===== src/rtl/seq_arith_unit.sv =====
// Sequential arithmetic unit: single-cycle add/sub/shift and multi-cycle
// shift-add multiply and restoring divide behind a start/busy/done handshake.
module seq_arith_unit #(
  parameter int N = 8
) (
  input  logic           clk,
  input  logic           rst_n,
  input  logic           start,
  input  logic [2:0]     op,
  input  logic [N-1:0]   x,
  input  logic [N-1:0]   y,
  output logic [2*N-1:0] result,
  output logic           flag,
  output logic           busy,
  output logic           done
);

  localparam int CW = $clog2(N) + 1;

  localparam logic [2:0] OP_ADD = 3'b000;
  localparam logic [2:0] OP_SUB = 3'b001;
  localparam logic [2:0] OP_SHL = 3'b010;
  localparam logic [2:0] OP_SHR = 3'b011;
  localparam logic [2:0] OP_MUL = 3'b100;
  localparam logic [2:0] OP_DIV = 3'b101;

  typedef enum logic [1:0] {IDLE, RUN, DONE} state_t;

  state_t         state_q, state_d;
  logic [2:0]     op_q, op_d;
  logic [N-1:0]   x_q, x_d;
  logic [N-1:0]   y_q, y_d;
  logic [2*N-1:0] acc_q, acc_d;
  logic [CW-1:0]  cnt_q, cnt_d;
  logic [2*N-1:0] result_q, result_d;
  logic           flag_q, flag_d;

  // Single-cycle datapath works on the live inputs at the acceptance edge.
  logic [N:0]     add_sum;
  logic [N:0]     sub_diff;
  logic [2*N-1:0] shl_val;
  logic [2*N-1:0] shr_val;

  // Iterative datapath works on the captured operands and the accumulator.
  // Multiply: acc = {partial product, remaining multiplier bits}.
  // Divide:   acc = {partial remainder, dividend bits / quotient bits}.
  logic [N:0]     mul_sum;
  logic [2*N-1:0] mul_next;
  logic [N:0]     div_rem_sh;
  logic           div_ge;
  logic [N-1:0]   div_diff;
  logic [2*N-1:0] div_next;
  logic [2*N-1:0] iter_next;

  // Combinational arithmetic for both the one-shot ops and one iteration step.
  always_comb begin
    add_sum    = {1'b0, x} + {1'b0, y};
    sub_diff   = {1'b0, x} - {1'b0, y};
    shl_val    = {x, y} << 1;
    shr_val    = {x, y} >> 1;

    mul_sum    = {1'b0, acc_q[2*N-1:N]} + (acc_q[0] ? {1'b0, x_q} : {(N+1){1'b0}});
    mul_next   = {mul_sum, acc_q[N-1:1]};

    div_rem_sh = acc_q[2*N-1:N-1];
    div_ge     = (div_rem_sh >= {1'b0, y_q});
    // When the trial subtraction succeeds the difference is below y, so N bits suffice.
    div_diff   = div_rem_sh[N-1:0] - y_q;
    div_next   = div_ge ? {div_diff, acc_q[N-2:0], 1'b1}
                        : {acc_q[2*N-2:0], 1'b0};

    iter_next  = (op_q == OP_DIV) ? div_next : mul_next;
  end

  // Next-state and datapath register control; every _d defaults to hold.
  always_comb begin
    state_d  = state_q;
    op_d     = op_q;
    x_d      = x_q;
    y_d      = y_q;
    acc_d    = acc_q;
    cnt_d    = cnt_q;
    result_d = result_q;
    flag_d   = flag_q;

    case (state_q)
      IDLE: begin
        if (start) begin
          op_d  = op;
          x_d   = x;
          y_d   = y;
          cnt_d = '0;
          case (op)
            OP_ADD: begin
              state_d  = DONE;
              result_d = {{(N-1){1'b0}}, add_sum};
              flag_d   = add_sum[N];
            end
            OP_SUB: begin
              state_d  = DONE;
              result_d = {{(N-1){1'b0}}, sub_diff};
              flag_d   = sub_diff[N];
            end
            OP_SHL: begin
              state_d  = DONE;
              result_d = shl_val;
              flag_d   = x[N-1];
            end
            OP_SHR: begin
              state_d  = DONE;
              result_d = shr_val;
              flag_d   = y[0];
            end
            OP_MUL: begin
              state_d = RUN;
              acc_d   = {{N{1'b0}}, y};
            end
            OP_DIV: begin
              if (y == '0) begin
                // Divide by zero short-circuits: all-ones quotient, dividend as remainder.
                state_d  = DONE;
                result_d = {x, {N{1'b1}}};
                flag_d   = 1'b1;
              end else begin
                state_d = RUN;
                acc_d   = {{N{1'b0}}, x};
              end
            end
            default: begin
              state_d  = DONE;
              result_d = '0;
              flag_d   = 1'b1;
            end
          endcase
        end
      end

      RUN: begin
        acc_d = iter_next;
        cnt_d = cnt_q + CW'(1);
        // Last iteration: publish the finished value on the edge entering DONE.
        if (cnt_q == CW'(N - 1)) begin
          state_d  = DONE;
          result_d = iter_next;
          flag_d   = (op_q == OP_DIV) ? 1'b0 : (|iter_next[2*N-1:N]);
        end
      end

      DONE: begin
        state_d = IDLE;
      end

      default: begin
        state_d = IDLE;
      end
    endcase
  end

  // State and datapath registers with asynchronous active-low clear.
  always_ff @(posedge clk or negedge rst_n) begin
    if (!rst_n) begin
      state_q  <= IDLE;
      op_q     <= '0;
      x_q      <= '0;
      y_q      <= '0;
      acc_q    <= '0;
      cnt_q    <= '0;
      result_q <= '0;
      flag_q   <= 1'b0;
    end else begin
      state_q  <= state_d;
      op_q     <= op_d;
      x_q      <= x_d;
      y_q      <= y_d;
      acc_q    <= acc_d;
      cnt_q    <= cnt_d;
      result_q <= result_d;
      flag_q   <= flag_d;
    end
  end

  assign result = result_q;
  assign flag   = flag_q;
  assign busy   = (state_q != IDLE);
  assign done   = (state_q == DONE);

endmodule


===== config.mk =====
export PLATFORM = sky130hd
export DESIGN_NAME = seq_arith_unit
export DESIGN_NICKNAME = d
export VERILOG_FILES = /design/src/rtl/seq_arith_unit.sv
export SDC_FILE = /design/constraint.sdc
export NUM_CORES = 1
export LEC_CHECK = 0
export CORE_MARGIN = 4
export CORE_UTILIZATION = 56
export CTS_CLUSTER_DIAMETER = 200
export DETAILED_ROUTE_END_ITERATION = 10
export DONT_BUFFER_PORTS = 1
export PLACE_DENSITY = 0.7
export SYNTH_ARGS = -nofsm -noshare
export SYNTH_HDL_FRONTEND = slang
export SYNTH_SLANG_ARGS = --single-unit

===== constraint.sdc =====
create_clock -name clk -period 8.2 [get_ports clk]
set_input_delay 2.05 -clock clk [delete_from_list [all_inputs] [get_ports clk]]
set_output_delay 2.05 -clock clk [all_outputs]
set_load 0.01 [all_outputs]

# == Yosys cells after proc, flatten, opt, wreduce, memory -nomap -nowiden ==
# Index checks and enable logic that the tools add are counted.
# totals
ff_bits,58
out_inout_bits,19
# op_classes
add_sub_neg,5
magnitude_cmp,1
eq_ne,15
mux,25
n_reduce_logical,11
# op_table
operator,count
$mux 16,7
$pmux 16 s2,3
$pmux 16 s6,1
$add 8x8->9,2
$eq 3x3->1 const B,3
$ge 9x8->1,1
$sub 8x8->9,1
$logic_not 8->1,1
$mux 8,1
$pmux 2 s2,2
$pmux 4 s2,1
$reduce_or 8->1,1
$sub 8x8->8,1
$eq 3x2->1 const B,2
$mux 2,3
$ne 2x2->1 const B,3
$ne 3x3->1 const B,2
$pmux 1 s6,1
$reduce_and 2->1,3
$reduce_and 5->1,1
$add 4x1->4 const B,1
$eq 4x3->1 const B,1
$mux 1,4
$mux 4,1
other kinds (9),10

# == Depth between registers and ports, before layout ==
# depth
word_depth,7
ltp_mapped,12
mapped_depth_nobuf,12

# == Least setup slack after synthesis ==
# No wires, ideal clock.
# synth_path
path_kind,input port to flip-flop
start,input y[4]
end,"register flag_q, in the netlist flag"
setup_time_ps,130
t_arrival_ps,3803
slack_ps,4267
path_stages,8
cell_sequence,or4_1 > nor3_2 > a41oi_1 > o31a_1 > nor2_8 > nor2b_2 > a2111oi_2 > a21oi_1
# synth_via
elab_chain_cells,4
word_cells_on_any_way,8
cone_classes,add/sub (2); eq/ne (1); mux (3); reduce/logical (2)
# synth_lines
element,line_no,source
from (decl),11,"input logic [N-1:0] y,"
$sub 8x8->9 or $add 8x8->9 (tied branches),"58, 57",
$pmux 1 s6,93,case (op)
$mux 1,88,if (start) begin
$pmux 1 s2,86,case (state_q)
to (signal assigned),178,flag_q <= flag_d;
to (decl),36,"logic flag_q, flag_d;"
# Parallel ways exist; a longest one is shown, timed or not. The select of a mux whose other input is x is not followed.
# A chain may end at the register's enable or synchronous reset.

# == Worst setup path in the final report ==
# Ends and elaborated chain as after synthesis.

==> metrics.md <==
| Metric | Value |
|---|---|
| Worst IR Drop VDD | `0.1692 mV` |
| Weighted congestion reported at the end of routability-driven placement | `0.9102` |
| Arrival time worst endpoint | `4240 ps` |
| Initial Utilization | `0.5840` |
| Number of setup violations in the final report | `0` |
| Number of instances in the placed design | `625` |
| Worst Setup Slack, final | `4180 ps` |
| CTS hold repair buffers | `0` |
| CTS tree | `done` |
| Congestion Overflow GR | `0` |
| Worst EP required | `8420 ps` |
| Share of post-route cells with drive strength above 1 | `0.07421` |
| Die Span Y | `98.47 microns` |
| Detail Route Antenna Nets | `0` |
| Power density cells | `360.3 mW/mm^2` |
| Via-to-Cell Ratio | `6.312` |
| Detailed Routing Iterations Pass 1 | `6` |
| Gate count after technology mapping | `550` |
| Number of inserted filler cells in the final layout | `697` |
| Postcts setup bufs | `0` |
| Total global-route track usage | `0.2610` |
| Crit-path max FO | `36` |
| XOR/XNOR Fraction of Synth Area | `0.02484` |
| Simple logic cell fraction of the synthesized area | `0.1734` |
| Final HPWL DP | `9.280 mm` |
| Crit path capture type | `flip-flop` |
| Area share of fa/ha/maj cells after synthesis | `0.1076` |
| Total Die Area | `0.009695 sq mm` |
| Antenna diodes | `0` |
| Total CTS buffers | `9` |
| Count of vias placed by the detailed router | `4046` |
| Overall power after layout | `1.742 mW` |
| Total wire length | `12.50 mm` |
| Critical Path Start Type | `input pin` |
| Library cells used by synthesis | `56` |
| Leakage power figure | `2.210 nW` |
| Pin count of the biggest net entering global routing | `59` |
| Wire length of the first global-routing pass | `20.13 mm` |
| Fraction of the mapped netlist area in compound gates | `0.2446` |
| FP Rows | `32` |
| FFs w/ async S/R, synth | `1.000` |
| Number of warning messages in the yosys log | `0` |
| Cells along the critical path | `or4_1 -> nor3_2 -> a41oi_1 -> o31a_1 -> nor2_8 -> nor2b_2 -> a2111oi_2 -> a21oi_1` |
| Remaining max-slew budget at the tightest pin | `0.2192` |
| Largest family of logic cells by synthesized area | `compound AO/OA/AOI/OAI gates` |
| DRC marker count from the first detailed-route iteration | `347` |
| Minimum clock period after layout | `4020 ps` |
| Delay of the slowest critical-path stage | `530 ps` |
| Vias in the first global route | `3875` |
| Outcome | `finished clean` |
| Average wire length per cell after detail routing | `19.50 microns` |
| Total standard cell area after synthesis | `0.004583 sq mm` |
| Number of synthesized flops with an enable pin | `0` |
| Fin crit share | `0.4903` |
| Synth area leader | `dfrtp_1` |
| Max-cap violations | `0` |
| Worst slack on hold paths | `505.2 ps` |
| CTS root buf | `clkbuf_8` |
| Predominant post-synthesis flop cell | `dfrtp_1` |
| Final cell count without fillers | `641` |
| IO Port Bufs | `0` |
| Final Hold Fails | `0` |
| WS Path Type | `input pin to flip-flop` |
| Average cell area after synthesis | `8.333 sq um` |
| Transition time at the pin with the least slew margin | `1170 ps` |
| RSZ-0062 raised after global routing | `false` |
| Die span in x | `98.47 microns` |
| NumNets Final | `593` |
| Number of synthesized register bits | `58` |
| Number of clock sinks | `58` |
| Mux cell area share after synthesis | `0.08054` |
| Cell types occupying the most area after synthesis | `dfrtp_1, ha_1, a21oi_1` |
| Pre-CTS WS | `3863 ps` |
| Final sum of negative setup slack | `0 ps` |
| Number of placed I/O pins | `41` |
| Area of the placeable core | `0.007848 sq mm` |
| Clock skew after layout | `13.73 ps` |
| Part of the Yosys area used for sequential elements | `0.3167` |
| Classification of the worst-slack hold path | `flip-flop to flip-flop` |
| Post-synth top area share | `0.3167` |
| Number of antenna violations at the first check in global routing | `0` |
| Post-Syn Nets | `609` |
| Clk Latency, worst-skew pair | `340 ps` |
| Minimum setup slack among reg-to-reg paths | `5140 ps` |
| Maximum number of buffers from clock root to sink | `2` |
| H-tree level count | `3` |
| Post_cts resized | `0` |
| Clk slew on worst S/H paths | `80 ps` |
| Area grow syn2layout | `5.460%` |
| Final Slew Violations | `0` |
| Library cell contributing the largest single delay on the critical path | `or4_1` |
| Fmax | `0.2487 GHz` |
| DRC | `0` |
power by group:
| part | total (mW) | internal [mW] | switching (mW) | leakage (nW) |
|---|---|---|---|---|
| combinational | 0.893 | 0.378 | 0.515 | 1.39 |
| clock | 0.303 | 0.173 | 0.130 | 0.106 |
| sequential | 0.545 | 0.418 | 0.127 | 0.712 |
| total | 1.74 | 0.969 | 0.773 | 2.21 |
worst max-delay path, delay by kind of cell:
kind               cells  cell delay [ps]
AOI/OAI and AO/OA      4             1040
and+or+nand+nor        4             1150
per-layer routing:
layer / part of all wire / global-route usage
met5: 0 / 0
met1: 0.43 / 0.3393
met3: 0.083 / 0.07714
met4: 0.031 / 0.09559
met2: 0.46 / 0.4139
synth_stat cells (all sizes together), types with 2 or more instances:
| cell | n |
|---|---|
| mux2i | 20 |
| o21bai | 8 |
| a21oi | 50 |
| fa | 4 |
| xnor2 | 7 |
| ha | 33 |
| a221o | 2 |
| xor2 | 6 |
| or2 | 3 |
| nor2 | 40 |
| o211ai | 7 |
| o31ai | 4 |
| nand2b | 11 |
| a211o | 2 |
| inv | 34 |
| a21boi | 2 |
| o31a | 2 |
| o22ai | 2 |
| a211oi | 7 |
| a22o | 5 |
| a21o | 13 |
| clkbuf | 20 |
| or3 | 4 |
| nor2b | 7 |
| and3 | 4 |
| o22a | 3 |
| o21a | 2 |
| mux2 | 15 |
| nor3 | 7 |
| buf | 8 |
| nand2 | 66 |
| o221ai | 2 |
| dfrtp | 58 |
| or4 | 2 |
| nand3 | 6 |
| a31oi | 7 |
| a22oi | 3 |
| o21ai | 48 |
| a221oi | 2 |
| and2 | 9 |
| nand4 | 4 |
flip-flops by register name, indices dropped and copies added (netlist names):
signal / cells
result: 16
flag: 1
cnt_q: 4
x_q: 8
acc_q: 16
op_q: 3
y_q: 8
state_q: 2
metrics by stage:
step,instance area [sq um],util
floorplan,4583,-
global placement,4608,0.5872
detailed placement,4608,0.5872
CTS,4833,0.6159
global route,4833,0.6159
finish,4833,0.6159
cell families (layout without fill, tap and decap cells):
family | Yosys count | count (layout)
AOI/OAI and AO/OA | 178 | 178
buffers and inverters | 62 | 51
adders and majority gates | 37 | 37
and+or+nand+nor | 167 | 167
muxes | 35 | 35
DFF | 58 | 58
xor gates and xnor gates | 13 | 13
cell type report:
class / instances / area [sq um] / area share
timing repair buffer: 1 / 7.507 / 0.001553
sequential: 58 / 1451 / 0.3003
multi-input combinational: 430 / 2894 / 0.5988
clock buffer: 9 / 123.9 / 0.02563
inverter: 34 / 127.6 / 0.02640
tap: 102 / 127.6 / 0.02640
clock inverter: 7 / 101.3 / 0.02097
path summary, 6_finish.rpt:
path | start | end | cells after the start
setup reg to reg | acc_q[0] | result[13] | 11
max in group asynchronous | rst_n | result[3] | 0
hold / removal | x_q[1] | x_q[1] | 1
setup / recovery | y[4] | flag | 8
min in group asynchronous | rst_n | state_q[0] | 0
hold reg to reg | x_q[1] | x_q[1] | 1
layout by cell type (no fill, tap or decap), drive strengths merged, types with 9 or more instances in the layout:
master,count
and2,9
mux2i,20
nor2,40
a21o,13
dfrtp,58
a21oi,50
mux2,15
inv,35
o21ai,48
clkbuf,9
nand2b,11
ha,33
nand2,66
Note: power is estimated with default switching activity, not from simulation.
